[src/rtl/uart_tx_mmio_pkg.sv]
// Shared register offsets, STATUS bit positions and FSM states for the MMIO UART transmitter.
package uart_tx_mmio_pkg;

    localparam logic [1:0] OFF_TXDATA = 2'd0;
    localparam logic [1:0] OFF_STATUS = 2'd1;
    localparam logic [1:0] OFF_DIV    = 2'd2;

    localparam int unsigned STAT_FULL  = 0;
    localparam int unsigned STAT_EMPTY = 1;
    localparam int unsigned STAT_BUSY  = 2;
    localparam int unsigned STAT_OVF   = 3;
    localparam int unsigned STAT_PCAP  = 4;

    typedef enum logic [2:0] {
        ST_IDLE,
        ST_START,
        ST_DATA,
        ST_STOP,
        ST_PARITY
    } uart_state_e;

    // A zero divisor would stall the baud counter, so it is stored as 1.
    function automatic logic [15:0] div_fix(input logic [15:0] v);
        return (v == '0) ? 16'd1 : v;
    endfunction

endpackage

[src/rtl/uart_tx_mmio_sync_fifo.sv]
// sync_fifo: single-clock FIFO with combinational read port; a push while full is accepted only alongside a pop.
module sync_fifo #(
    parameter int unsigned WIDTH = 8,
    parameter int unsigned DEPTH = 4
) (
    input  logic                     clk,
    input  logic                     reset,
    input  logic                     push,
    input  logic                     pop,
    input  logic [WIDTH-1:0]         din,
    output logic [WIDTH-1:0]         dout,
    output logic                     full,
    output logic                     empty,
    output logic [$clog2(DEPTH):0]   count
);
    localparam int unsigned AW = $clog2(DEPTH);

    logic [WIDTH-1:0] mem_q [DEPTH];
    logic [AW-1:0]    wr_ptr_q, rd_ptr_q;
    logic [AW:0]      count_q;
    logic             do_push, do_pop;

    assign full    = (count_q == (AW+1)'(DEPTH));
    assign empty   = (count_q == '0);
    assign count   = count_q;
    assign dout    = mem_q[rd_ptr_q];
    assign do_pop  = pop && !empty;
    assign do_push = push && (!full || do_pop);

    always_ff @(posedge clk) begin
        if (reset) begin
            wr_ptr_q <= '0;
            rd_ptr_q <= '0;
            count_q  <= '0;
        end else begin
            if (do_push) wr_ptr_q <= wr_ptr_q + AW'(1);
            if (do_pop)  rd_ptr_q <= rd_ptr_q + AW'(1);
            if (do_push && !do_pop)      count_q <= count_q + (AW+1)'(1);
            else if (do_pop && !do_push) count_q <= count_q - (AW+1)'(1);
        end
    end

    always_ff @(posedge clk) begin
        if (do_push) mem_q[wr_ptr_q] <= din;
    end

endmodule

[src/rtl/uart_tx_mmio.sv]
// uart_tx_mmio: memory-mapped 8N1 UART transmitter with TX FIFO on the core data port.
// Define UART_TX_PARITY_EN to add an even-parity bit after the data bits.
module uart_tx_mmio
    import uart_tx_mmio_pkg::*;
#(
    parameter logic [31:0] BASE_ADDR   = 32'h8000_0000,
    parameter int unsigned FIFO_DEPTH  = 4,
    parameter logic [15:0] DIV_DEFAULT = 16'd868
) (
    input  logic        clk,
    input  logic        reset,
    input  logic [3:0]  dmem_writeb,
    input  logic        dmem_read,
    input  logic [31:0] dmem_addr,
    input  logic [31:0] dmem_wdata,
    output logic [31:0] dmem_rdata,
    output logic        sel,
    output logic        tx
);
    localparam int unsigned CW = $clog2(FIFO_DEPTH) + 1;

    uart_state_e   state_q, state_d;
    logic [15:0]   div_q, div_d, baud_q, baud_d;
    logic [7:0]    shift_q, shift_d;
    logic [2:0]    bitcnt_q, bitcnt_d;
    logic          overflow_q, overflow_d, tx_q, tx_d;
`ifdef UART_TX_PARITY_EN
    logic          parity_q, parity_d;
`endif
    logic [1:0]    offset;
    logic          wr_txdata, wr_status, wr_div, pop, busy;
    logic          fifo_full, fifo_empty;
    logic [7:0]    fifo_dout;
    logic [CW-1:0] fifo_count;
    logic [31:0]   status;
    logic          unused_bits;

    assign sel       = (dmem_addr[31:4] == BASE_ADDR[31:4]);
    assign offset    = dmem_addr[3:2];
    assign wr_txdata = sel && (offset == OFF_TXDATA) && dmem_writeb[0];
    assign wr_status = sel && (offset == OFF_STATUS) && dmem_writeb[0];
    assign wr_div    = sel && (offset == OFF_DIV) && (dmem_writeb[1:0] != 2'b00);
    assign busy      = (state_q != ST_IDLE);
    assign tx        = tx_q;
    assign unused_bits = ^{dmem_addr[1:0], dmem_writeb[3:2], dmem_wdata[31:16], fifo_count};

    sync_fifo #(
        .WIDTH (8),
        .DEPTH (FIFO_DEPTH)
    ) u_fifo (
        .clk   (clk),
        .reset (reset),
        .push  (wr_txdata),
        .pop   (pop),
        .din   (dmem_wdata[7:0]),
        .dout  (fifo_dout),
        .full  (fifo_full),
        .empty (fifo_empty),
        .count (fifo_count)
    );

    always_comb begin
        status             = '0;
        status[STAT_FULL]  = fifo_full;
        status[STAT_EMPTY] = fifo_empty;
        status[STAT_BUSY]  = busy;
        status[STAT_OVF]   = overflow_q;
`ifdef UART_TX_PARITY_EN
        status[STAT_PCAP]  = 1'b1;
`endif
    end

    always_comb begin
        dmem_rdata = '0;
        if (sel && dmem_read) begin
            case (offset)
                OFF_STATUS: dmem_rdata = status;
                OFF_DIV:    dmem_rdata = {16'h0000, div_q};
                default:    dmem_rdata = '0;
            endcase
        end
    end

    always_comb begin
        div_d = div_q;
        if (wr_div) begin
            if (dmem_writeb[0]) div_d[7:0]  = dmem_wdata[7:0];
            if (dmem_writeb[1]) div_d[15:8] = dmem_wdata[15:8];
            div_d = div_fix(div_d);
        end
        overflow_d = overflow_q;
        if (wr_status && dmem_wdata[STAT_OVF]) overflow_d = 1'b0;
        if (wr_txdata && fifo_full && !pop)    overflow_d = 1'b1;
    end

    // Every bit period reloads from the live divisor, so DIV writes apply from the next bit.
    always_comb begin
        state_d  = state_q;
        baud_d   = baud_q;
        shift_d  = shift_q;
        bitcnt_d = bitcnt_q;
        pop      = 1'b0;
`ifdef UART_TX_PARITY_EN
        parity_d = parity_q;
`endif
        case (state_q)
            ST_IDLE: begin
                if (!fifo_empty) begin
                    pop     = 1'b1;
                    shift_d = fifo_dout;
                    baud_d  = div_q - 16'd1;
                    state_d = ST_START;
`ifdef UART_TX_PARITY_EN
                    parity_d = ^fifo_dout;
`endif
                end
            end
            ST_START: begin
                if (baud_q == '0) begin
                    baud_d   = div_q - 16'd1;
                    bitcnt_d = '0;
                    state_d  = ST_DATA;
                end else begin
                    baud_d = baud_q - 16'd1;
                end
            end
            ST_DATA: begin
                if (baud_q == '0) begin
                    baud_d  = div_q - 16'd1;
                    shift_d = {1'b0, shift_q[7:1]};
                    if (bitcnt_q == 3'd7) begin
`ifdef UART_TX_PARITY_EN
                        state_d = ST_PARITY;
`else
                        state_d = ST_STOP;
`endif
                    end else begin
                        bitcnt_d = bitcnt_q + 3'd1;
                    end
                end else begin
                    baud_d = baud_q - 16'd1;
                end
            end
`ifdef UART_TX_PARITY_EN
            ST_PARITY: begin
                if (baud_q == '0) begin
                    baud_d  = div_q - 16'd1;
                    state_d = ST_STOP;
                end else begin
                    baud_d = baud_q - 16'd1;
                end
            end
`endif
            ST_STOP: begin
                if (baud_q == '0) state_d = ST_IDLE;
                else              baud_d  = baud_q - 16'd1;
            end
            default: state_d = ST_IDLE;
        endcase

        case (state_d)
            ST_START: tx_d = 1'b0;
            ST_DATA:  tx_d = shift_d[0];
`ifdef UART_TX_PARITY_EN
            ST_PARITY: tx_d = parity_d;
`endif
            default:  tx_d = 1'b1;
        endcase
    end

    always_ff @(posedge clk) begin
        if (reset) begin
            state_q    <= ST_IDLE;
            baud_q     <= '0;
            shift_q    <= '0;
            bitcnt_q   <= '0;
            div_q      <= DIV_DEFAULT;
            overflow_q <= 1'b0;
            tx_q       <= 1'b1;
        end else begin
            state_q    <= state_d;
            baud_q     <= baud_d;
            shift_q    <= shift_d;
            bitcnt_q   <= bitcnt_d;
            div_q      <= div_d;
            overflow_q <= overflow_d;
            tx_q       <= tx_d;
        end
    end

`ifdef UART_TX_PARITY_EN
    always_ff @(posedge clk) begin
        if (reset) parity_q <= 1'b0;
        else       parity_q <= parity_d;
    end
`endif

endmodule
[config.mk]
export PLATFORM = sky130hd
export DESIGN_NAME = uart_tx_mmio
export DESIGN_NICKNAME = d
export VERILOG_FILES = /design/src/rtl/uart_tx_mmio_pkg.sv /design/src/rtl/uart_tx_mmio_sync_fifo.sv /design/src/rtl/uart_tx_mmio.sv
export SDC_FILE = /design/constraint.sdc
export NUM_CORES = 1
export LEC_CHECK = 0
export ABC_AREA = 1
export CAP_MARGIN = 20
export CORE_ASPECT_RATIO = 0.75
export CORE_UTILIZATION = 53
export DETAILED_ROUTE_END_ITERATION = 10
export GPL_TIMING_DRIVEN = 0
export PLACE_DENSITY = 0.8
export SYNTH_ARGS = -nofsm -noshare
export SYNTH_HDL_FRONTEND = slang
export SYNTH_SLANG_ARGS = --single-unit
[constraint.sdc]
create_clock -name clk -period 2.9 [get_ports clk]
set_input_delay 0.58 -clock clk [delete_from_list [all_inputs] [get_ports clk]]
set_output_delay 0.58 -clock clk [all_outputs]
set_load 0.1 [all_outputs]
# After elaboration in Yosys (flattened, before gate mapping)
# Memories as Yosys holds them, arrays and structs flattened. A register that Yosys moved wholly into a read port is not among the register bits.
# Index checks and enable logic that the tools add are counted.
# W data, S select, Z words.
word_totals:
  regBits: 55
  ram_bits: 32
  inputBits: 71
  out_inout_bits: 34
  word_cells: 105
  n_memories: 1
memory_table:
  columns: ["memory", "words", "width", "rd", "rd_clocked_by_memory_dff", "wr", "line_no", "source"]
  rows:
  - ["u_fifo.mem_q", 4, 8, 1, 1, 1, "uart_tx_mmio_sync_fifo.sv:18", "logic [WIDTH-1:0] mem_q [DEPTH];"]
op_classes:
  addsub: 7
  n_eq_ne: 15
  muxes: 35
  reduce_logical: 36
op_table:
  columns: ["operator", "count"]
  rows:
  - ["$mux W16", 5]
  - ["$mux W8", 6]
  - ["$pmux W16 S3", 1]
  - ["$logic_not A16 Y1", 2]
  - ["$pmux W16 S2", 1]
  - ["$sub A16 B1 Y16 const B", 2]
  - ["$mux W3", 10]
  - ["$eq A28 B28 Y1 const B", 1]
  - ["$pmux W8 S2", 1]
  - ["$logic_and A1 B1 Y1", 14]
  - ["$pmux W3 S4", 1]
  - ["$ne A2 B2 Y1 const B", 5]
  - ["$reduce_bool A2 Y1", 5]
  - ["$eq A3 B2 Y1 const B", 3]
  - ["$add A3 B1 Y3 const B", 2]
  - ["$eq A3 B1 Y1 const B", 2]
  - ["$eq A3 B3 Y1 const B", 2]
  - ["$logic_not A3 Y1", 2]
  - ["$mux W1", 6]
  - ["$pmux W3 S2", 1]
  - ["$reduce_and A3 Y1", 2]
  - ["$reduce_bool A3 Y1", 2]
  - ["$logic_not A1 Y1", 5]
  - ["$add A2 B1 Y2 const B", 2]
  - ["other kinds (9)", 10]

# Logic depth before layout (Yosys ltp)
# Gate-level depths: netlist of run 1.
logic_depth:
  ltp_word: 10
  mapped_depth: 14
  mapped_depth_nobuf: 14

# By module
# A second synthesis of run 1 with hierarchy kept.
unflattened:
  hier_cells: 768
  area_unflattened_um2: 5371.4
modules_own_cells:
  columns: ["mod", "instances", "cells_per_inst", "area_per_inst_um2", "seq_area_each_um2"]
  rows:
  - ["uart_tx_mmio", 1, 620, 3668.5, 960.9]
  - ["sync_fifo", 1, 148, 1702.9, 1141.1]

# Worst setup path after synthesis of run 1
# Ideal clock, no wire load.
synth_path:
  path_type: "in2out"
  startpoint: "input dmem_addr[29]"
  endpoint: "output dmem_rdata[10]"
  arrival_time_ns: 3.950
  t_required_ns: 2.320
  path_slack_ns: -1.630
  stages: 8
  path_buffers: 1
  path_cell_list: "nor2_1 nand3_1 nor2_1 nand3_1 nor2_4 nand2_1 buf_2 nor3_1"
synth_via:
  elab_chain_cells: 3
synth_lines:
  columns: ["item", "line_no", "source"]
  rows:
  - ["start: declaration", "uart_tx_mmio.sv:14", "input logic [31:0] dmem_addr,"]
  - ["$eq A28 B28 Y1", "uart_tx_mmio.sv:38", "assign sel = (dmem_addr[31:4] == BASE_ADDR[31:4]);"]
  - ["named net sel", "uart_tx_mmio.sv:17", "output logic sel,"]
  - ["$logic_and A1 B1 Y1", "uart_tx_mmio.sv:75", "if (sel && dmem_read) begin"]
  - ["$mux W16", "uart_tx_mmio.sv:75", null]
  - ["end: declaration", "uart_tx_mmio.sv:16", "output logic [31:0] dmem_rdata,"]
# The timed path passes the listed nets, and every way through them passes these cells.

# Final worst setup path of run 1
layout_path:
  startpoint: "input dmem_addr[2]"
  endpoint: "output dmem_rdata[13]"
layout_via:
  elab_chain_cells: 3
  word_cells_on_any_way: 4
  classes_between: "eq/ne: 2; mux: 2"
layout_lines:
  columns: ["item", "line_no", "source"]
  rows:
  - ["$eq A2 B2 Y1 or $eq A2 B1 Y1 (tied branches)", "uart_tx_mmio.sv:76", "case (offset)"]
  - ["$pmux W16 S2 *", "uart_tx_mmio.sv:76", null]
  - ["$mux W16 *", "uart_tx_mmio.sv:75", null]
# Mark *: on every way between the ends. The rest lies on a longest branch, timed or not.

==> results of run 1 <==
==> final cells by class <==
class	instances	area share
flip-flops and latches	89	0.2942
inverters	109	0.06165
well taps	132	0.02312
plain buffers	38	0.03660
multi-input cells	542	0.4208
clock buffers	10	0.03205
repair buffers	78	0.1233
clock inverters	6	0.008231
==> power groups by stage <==
stage	Clock [mW]	Sequential, mW	Combinational [mW]
2_1_floorplan	0	1.58	1.16
3_3_place_gp	0	1.57	1.50
3_5_place_dp	0	1.58	1.55
6_report	1.16	1.56	1.60
4_1_cts	1.16	1.56	1.57
5_1_grt	1.22	1.58	1.78
==> worst register-to-register path: stages, from the launching register on <==
cell     delay [ns]
dfxtp_1        0.40
inv_1          0.10
nand2_1        0.14
inv_1          0.10
nor2_1         0.21
inv_1          0.11
nand3_4        0.14
inv_1          0.08
ha_1           0.20
inv_1          0.12
fa_2           0.45
o21ai_0        0.15
nor2_1         0.05
==> cells in the final DEF, fill, tap and decap left out, types with 18 or more instances in the layout <==
cell,count
edfxtp_1,32
nand3_1,47
nand2_1,149
nand4_1,18
inv_1,88
nor2_1,99
o21ai_0,44
buf_4,27
clkdlybuf4s50_1,24
a21oi_1,49
dfxtp_1,57
==> repair_timing <==
item	4_1_cts	5_1_grt
setup endpoints to repair	18	17
pin swaps	6	10
gates resized for setup	137	40
hold buffers	0	0
setup buffers	4	7
cloned	1	0
==> flip-flops by register name (all words and copies together) (netlist names), 2 cells and up, named ones only <==
name	cells
baud_q	16
bitcnt_q	3
div_q	16
shift_q	8
state_q	3
u_fifo.count	3
u_fifo.mem_q	32
u_fifo.rd_ptr_q	2
u_fifo.wr_ptr_q	2
==> how the worst max path moves through the flow <==
stage / endpoint / slack, ns
6_report: dmem_rdata[13] / 0.07
5_1_grt: dmem_rdata[9] / -0.02
3_3_place_gp: dmem_rdata[5] / -1.29
4_1_cts: dmem_rdata[12] / 0.0003
2_1_floorplan: dmem_rdata[10] / -0.39
3_5_place_dp: dmem_rdata[0] / -1.13
==> metrics by stage <==
stage | std cells | utilization | hold slack, ns
2_1_floorplan | 778 | - | 0.4364
3_3_place_gp | 975 | 0.6680 | 0.4470
3_5_place_dp | 976 | 0.6695 | 0.4592
4_1_cts | 997 | 0.7103 | 0.4690
5_1_grt | 1004 | 0.7280 | 0.4884
6_report | 1004 | 0.7280 | 0.4647
==> kinds of logic after synthesis <==
logic type / count (synthesis)
AO/OA/AOI/OAI: 127
XOR/XNOR: 14
adder cells (fa/ha/maj): 13
buffers and inverters: 147
flip-flops: 89
other: 1
AND/OR/NAND/NOR: 371
==> per-layer routing <==
metal | GRT usage | part of all wire | wire length [um] | up-vias
met5 | 0 | 0 | 0 | -
met4 | 0.09388 | 0.016 | 255 | 0
met2 | 0.4942 | 0.47 | 7356 | 255
met1 | 0.3912 | 0.43 | 6754 | 2538
met3 | 0.08503 | 0.085 | 1335 | 27
li1 | - | - | - | 2653
==> out/results.md, run 1 <==
| Parameter | This run |
|:---|:---|
| Outcome | complete, no violations |
| Mean instance size in the synthesized netlist | 7.149 um2 |
| Critical path required time | 2.32 ns |
| Count of nets after finishing | 951 |
| Worst-case register-to-register setup slack | 0.53 ns |
| Final setup violation count | 0 |
| PnR Total Power | 4.322 mW |
| Slowest cell on the critical path | clkdlybuf4s50_1 |
| Startpoint of the worst setup timing path | dmem_addr[2] |
| Cell accounting for the most synthesized area | dfxtp_1 |
| Die Y | 89.80 um |
| Count of TritonRoute iterations in the first routing pass | 5 |
| Cell-internal power | 2.628 mW |
| Filler instances | 762 |
| FF/Latch Area | 2102 um2 |
| Avg WL per Cell | 15.64 um |
| Maximum number of pins on one net before global-route repair | 15 |
| Maximum clock path buffer count | 2 |
| Starting Density | 0.5551 |
| Number of cells produced by synthesis | 762 |
| Hold Violations, Final | 0 |
| Worst R2R Path Depth | 12 |
| Vias per cell | 5.451 |
| Sum of routed wire length over all layers | 15700 um |
| Fin Clk Skew | 0.004330 ns |
| Share of the synthesized area in the top cell type | 0.2095 |
| Sinks on the clock net | 89 |
| Multi-input gate area in the final layout | 3007 um2 |
| Clock latency of the later-clocked register in the worst-skew pair | 0.35 ns |
| Total buffers and inverters traversed by the critical path | 6 |
| Adder-Cell Fraction of Synth Area | 0.03124 |
| Top flip-flop cell by instance count after synthesis | dfxtp_1 |
| Most frequent cell after synthesis | nand2_1 |
| Most frequent cell on the critical path | buf_8 |
| Floorplan core area | 9813 um2 |
| Starting DRC count in detailed routing | 522 |
| Antenna cells | 0 |
| Top Family by Delay on Critical Path | buffers and inverters |
| Root buffer cell | clkbuf_16 |
| Critical path start-end classification | input pin to output pin |
| TritonCTS clock tree | built |
| Final worst slack | 0.06780 ns |
| Global-route wire length before repair | 25750 um |
| Aggregate negative setup slack | 0 ns |
| Largest stage delay on the critical path | 0.46 ns |
| Count of final max-slew check failures | 0 |
| RR Endpoint | u_fifo.count[1]$_SDFFE_PP0P_ |
| Largest family of logic cells by synthesized area | simple AND/OR/NAND/NOR gates |
| Clock-pin slew of the registers on the worst-case setup and hold paths | 0.06 ns |
| Switching share of power | 0.3920 |
| Tot GR Track Use | 0.3041 |
| Die Outline Area | 10690 um2 |
| Achievable clock frequency | 0.3531 GHz |
| Top cells by area, synth | dfxtp_1 (21%), edfxtp_1 (18%), nand2_1 (10%) |
| Number of library cell types mapped by synthesis | 41 |
| Total via count after detailed routing | 5473 |
| Instance count along the most critical hold path | 2 |
| EDFF count, synth | 32 |
| Leakage | 3.252 nW |
| Arrival @ worst endpoint | 2.25 ns |
| Fraction of registers with async set/reset | 0 |
| Class of the worst hold path | flip-flop to flip-flop |
| Total number of placement rows | 31 |
| Combinational share of power | 0.371 |
| Global route total overflow | 0 |
| Total standard cell area after synthesis | 5448 um2 |
| Die X | 119.1 um |
| Final critical path time including I/O delays and setup | 2.832 ns |
| Top post-synthesis cells by count | nand2_1 (151), inv_1 (106), nor2_1 (106) |
| Setup crit end kind | output pin |
| Maximum fanout along the worst path | 8 |
| Fraction of layout instances using a drive strength above 1 | 0.1732 |
| Synth Area in Simple Gates | 0.3114 |
| Worst setup slack after placement | -1.135 ns |
| Start of the worst register-to-register path | state_q[1]$_SDFF_PP0_ |
| Net switching power | 1.694 mW |
| Number of buffers created by CTS | 9 |
| Worst path cell trace | clkdlybuf4s50_1 -> inv_2 -> ha_4 -> clkinvlp_4 -> clkbuf_2 -> buf_8 -> nor3_4 -> buf_8 |
| Placer's final routability congestion estimate | 0.9374 |
| Number of antenna-violating nets in the routed design | 0 |
| Summed area of non-filler cells in the final layout | 7144 um2 |
| Clock share of power | 0.268 |
| #FFs+latches synth | 89 |
| Via count of the first global-routing pass | 5435 |
| Share of the synthesized netlist area taken by xor and xnor gates | 0.02251 |
| Crit share post-route | 0.9766 |
| Sequential group share of total power | 0.361 |
| Transition time at the pin with the least slew margin | 0.9658 ns |
| Count of synthesis-stage warnings from yosys | 0 |
| Area fraction in compound gates after synthesis | 0.1275 |
| Placed Instance Area | 6570 um2 |
| Area growth syn-to-layout | 31.14% |
| Multiplexer share of the synthesized area | 0 |
| Startpoint of the worst hold path | u_fifo.rd_ptr_q[1]$_SDFFE_PP0N_ |
| DRC | 0 |
| Relative slew margins | 0.3541 |
| Antenna violations before repair | 0 |
| Levels on crit path | 8 |
| Power Dens Cells | 604.9 nW/um2 |
| Fraction of the yosys area taken by sequential cells | 0.3859 |
| Port buffer count | 65 |
| Max-cap check violation count | 0 |
| HPWL after detailed placement | 11510 um |
| Number of H-tree levels | 3 |
| Largest vdd supply drop | 360.9 uV |
| I/O pins | 105 |
| Startpoint kind of the worst setup timing path | input pin |
No activity file was read; power rests on OpenSTA's default activity.
==> run 2, diff against run 1 <==
--- a/config.mk
+++ b/config.mk
@@ -8,10 +8,11 @@
 export ABC_AREA = 1
 export CAP_MARGIN = 20
 export CORE_ASPECT_RATIO = 0.75
-export CORE_UTILIZATION = 53
+export CORE_UTILIZATION = 54
+export CTS_BUF_LIST = sky130_fd_sc_hd__clkbuf_4
 export DETAILED_ROUTE_END_ITERATION = 10
 export GPL_TIMING_DRIVEN = 0
-export PLACE_DENSITY = 0.8
+export PLACE_DENSITY = 0.82
 export SYNTH_ARGS = -nofsm -noshare
 export SYNTH_HDL_FRONTEND = slang
 export SYNTH_SLANG_ARGS = --single-unit
==> run 2 against run 1 <==
Net effect:
- global-route usage down 1.9 points
- via count down 0.46%
- clock power down 41%
- fmax up 0.19%
- sequential share of layout area up 0.89 points
- die area down 1.8%
- sequential cell count unchanged
- cell area down 2.9%
- critical endpoint is now dmem_rdata[15]
- highest routed layer unchanged
==> out/results.md, run 2 (synthesis results as in run 1) <==
| Parameter | This run |
|:---|:---|
| Die Y | 88.99 um |
| Fin Clk Skew | 0.02689 ns |
| Number of buffers created by CTS | 9 |
| Max FFs per register | 32 |
| Fraction of layout instances using a drive strength above 1 | 0.1659 |
| Placed cells | 976 |
| Worst R2R Path Depth | 14 |
| Setup crit end | dmem_rdata[15] |
| Hold Violations, Final | 0 |
| Tot GR Track Use | 0.2849 |
| Power Dens Cells | 550.0 nW/um2 |
| Critical path start-end classification | input pin to output pin |
| Total via count after detailed routing | 5448 |
| Setup crit end kind | output pin |
| Starting Density | 0.5596 |
| Worst-case register-to-register setup slack | 0.54 ns |
| Cts-stage hold buffer count | 0 |
| Transition time at the pin with the least slew margin | 0.9547 ns |
| Multi-input gate area in the final layout | 2992 um2 |
| Die X | 118.0 um |
| Class of the worst hold path | flip-flop to flip-flop |
| Count of TritonRoute iterations in the first routing pass | 5 |
| PnR Total Power | 3.815 mW |
| Startpoint kind of the worst setup timing path | input pin |
| Maximum number of pins on one net before global-route repair | 19 |
| Worst path cell trace | dlygate4sd2_1 -> nor2_2 -> nand3_2 -> nor2_2 -> nand3_2 -> nor2_4 -> nand2_4 -> buf_4 -> nor3_4 -> buf_4 |
| FF/Latch Area | 2102 um2 |
| Slowest cell on the critical path | buf_4 |
| Global route total overflow | 0 |
| Clock-pin slew of the registers on the worst-case setup and hold paths | 0.14 ns |
| I/O pins | 105 |
| Antenna violations before repair | 0 |
| Startpoint of the worst setup timing path | dmem_addr[29] |
| Count of final max-slew check failures | 0 |
| Arrival @ worst endpoint | 2.25 ns |
| Smallest hold slack | 0.4767 ns |
| TritonCTS clock tree | built |
| Maximum clock path buffer count | 2 |
| Number of antenna-violating nets in the routed design | 0 |
| Outcome | complete, no violations |
| Max-cap check violation count | 0 |
| Commonest non-fill, non-tap cells in the layout | nand2_1 (149), nor2_1 (99), inv_1 (91) |
| Start of the worst register-to-register path | state_q[1]$_SDFF_PP0_ |
| Die Outline Area | 10500 um2 |
| Leakage | 3.152 nW |
| Largest vdd supply drop | 254.4 uV |
| Final critical path time including I/O delays and setup | 2.827 ns |
| HPWL after detailed placement | 11170 um |
| Vias per cell | 5.448 |
| Final setup violation count | 0 |
| Sum of routed wire length over all layers | 15120 um |
| Clock latency of the later-clocked register in the worst-skew pair | 0.47 ns |
| Critical path required time | 2.32 ns |
| Filler instances | 749 |
| Final worst slack | 0.07325 ns |
| Total number of placement rows | 31 |
| Avg WL per Cell | 15.12 um |
| Number of H-tree levels | 3 |
| Root buffer cell | clkbuf_4 |
| Crit share post-route | 0.9747 |
| Port buffer count | 65 |
| Worst setup slack after placement | -1.133 ns |
| RR Endpoint | u_fifo.count[2]$_SDFFE_PP0P_ |
| Achievable clock frequency | 0.3538 GHz |
| Count of nets after finishing | 947 |
| Setup repair after global routing missed its margin | false |
| Biggest register | u_fifo.mem_q |
| Instance count along the most critical hold path | 2 |
| Registers with the highest flip-flop counts | u_fifo.mem_q x32, baud_q x16, div_q x16 |
| Starting DRC count in detailed routing | 392 |
| DRC | 0 |
| Placer's final routability congestion estimate | 0.9120 |
| Antenna cells | 0 |
| Maximum fanout along the worst path | 4 |
| Via count of the first global-routing pass | 5094 |
| Largest stage delay on the critical path | 0.32 ns |
| Floorplan core area | 9736 um2 |
| Commonest non-fill, non-tap cell in the layout | nand2_1 |
| Relative slew margins | 0.3616 |
| Final non-filler cell total | 1000 |
| Sinks on the clock net | 89 |
| Area growth syn-to-layout | 27.31% |
| Global-route wire length before repair | 23560 um |
run 2: changes by cell type in the layout (fill, tap and decap cells not counted), moves of 2 or more:
| cell | delta |
|---|---|
| clkbuf_16 | -8 |
| buf_12 | +3 |
| dlymetal6s2s_1 | -4 |
| clkinvlp_4 | -2 |
| inv_1 | +3 |
| inv_6 | +2 |
| clkinv_4 | +2 |
| dlygate4sd2_1 | +4 |
| buf_6 | -4 |
| clkbuf_4 | +7 |
| buf_8 | -2 |
| inv_2 | -2 |
| clkinv_2 | -2 |
run 2: what timing repair did:
action                     in CTS  in global routing
gates cloned                    0                  1
pin swaps                       5                 12
buffers inserted                2                  5
setup endpoints to repair      17                 16
resized for setup             147                 23
run 2: power by group:
| group | total (mW) | switching, mW | internal (mW) |
|---|---|---|---|
| combinational | 1.58 | 1.06 | 0.524 |
| clock | 0.682 | 0.484 | 0.198 |
| sequential | 1.55 | 0.123 | 1.43 |
run 2: worst max-delay path: cells and delay by family:
kind          cells  cell delay, ns
simple gates      7            0.91
buf+inv           3            0.74
run 2: final cells by class:
cell class	count	area share
sequential	89	0.3031
clock buffer	9	0.009742
clock inverter	7	0.01010
inverter	109	0.06296
multi-input combinational	542	0.4314
timing repair buffer	74	0.1212
tap	132	0.02381
buffer	38	0.03771
run 2: per-layer routing:
layer  wire (um)  track usage  vias up
li1            -            -     2652
met1        6456       0.3440     2506
met2        7169       0.5080      261
met3        1272      0.07462       29
met4         225      0.08508        0
met5           0            0        -
run 2: worst min path at each step:
stage / endpoint / slack (ns) / start
after floorplan: flip-flop / 0.44 / u_fifo.rd_ptr_q[1]$_SDFFE_PP0N_
after global placement: overflow_q$_SDFFE_PP0P_ / 0.45 / overflow_q$_SDFFE_PP0P_
after detailed placement: overflow_q$_SDFFE_PP0P_ / 0.45 / overflow_q$_SDFFE_PP0P_
after CTS: u_fifo.rd_ptr_q[1]$_SDFFE_PP0N_ / 0.48 / u_fifo.rd_ptr_q[1]$_SDFFE_PP0N_
after global routing: overflow_q$_SDFFE_PP0P_ / 0.50 / overflow_q$_SDFFE_PP0P_
final: flip-flop / 0.48 / u_fifo.rd_ptr_q[1]$_SDFFE_PP0N_
run 2: stage by stage:
step	area, um2	util	setup TNS (ns)
after floorplan	5739	-	-4.668
after global placement	6555	0.6733	-22.28
after detailed placement	6570	0.6748	-23.85
after CTS	6799	0.6984	0
after global routing	6935	0.7124	0
final	6935	0.7124	0
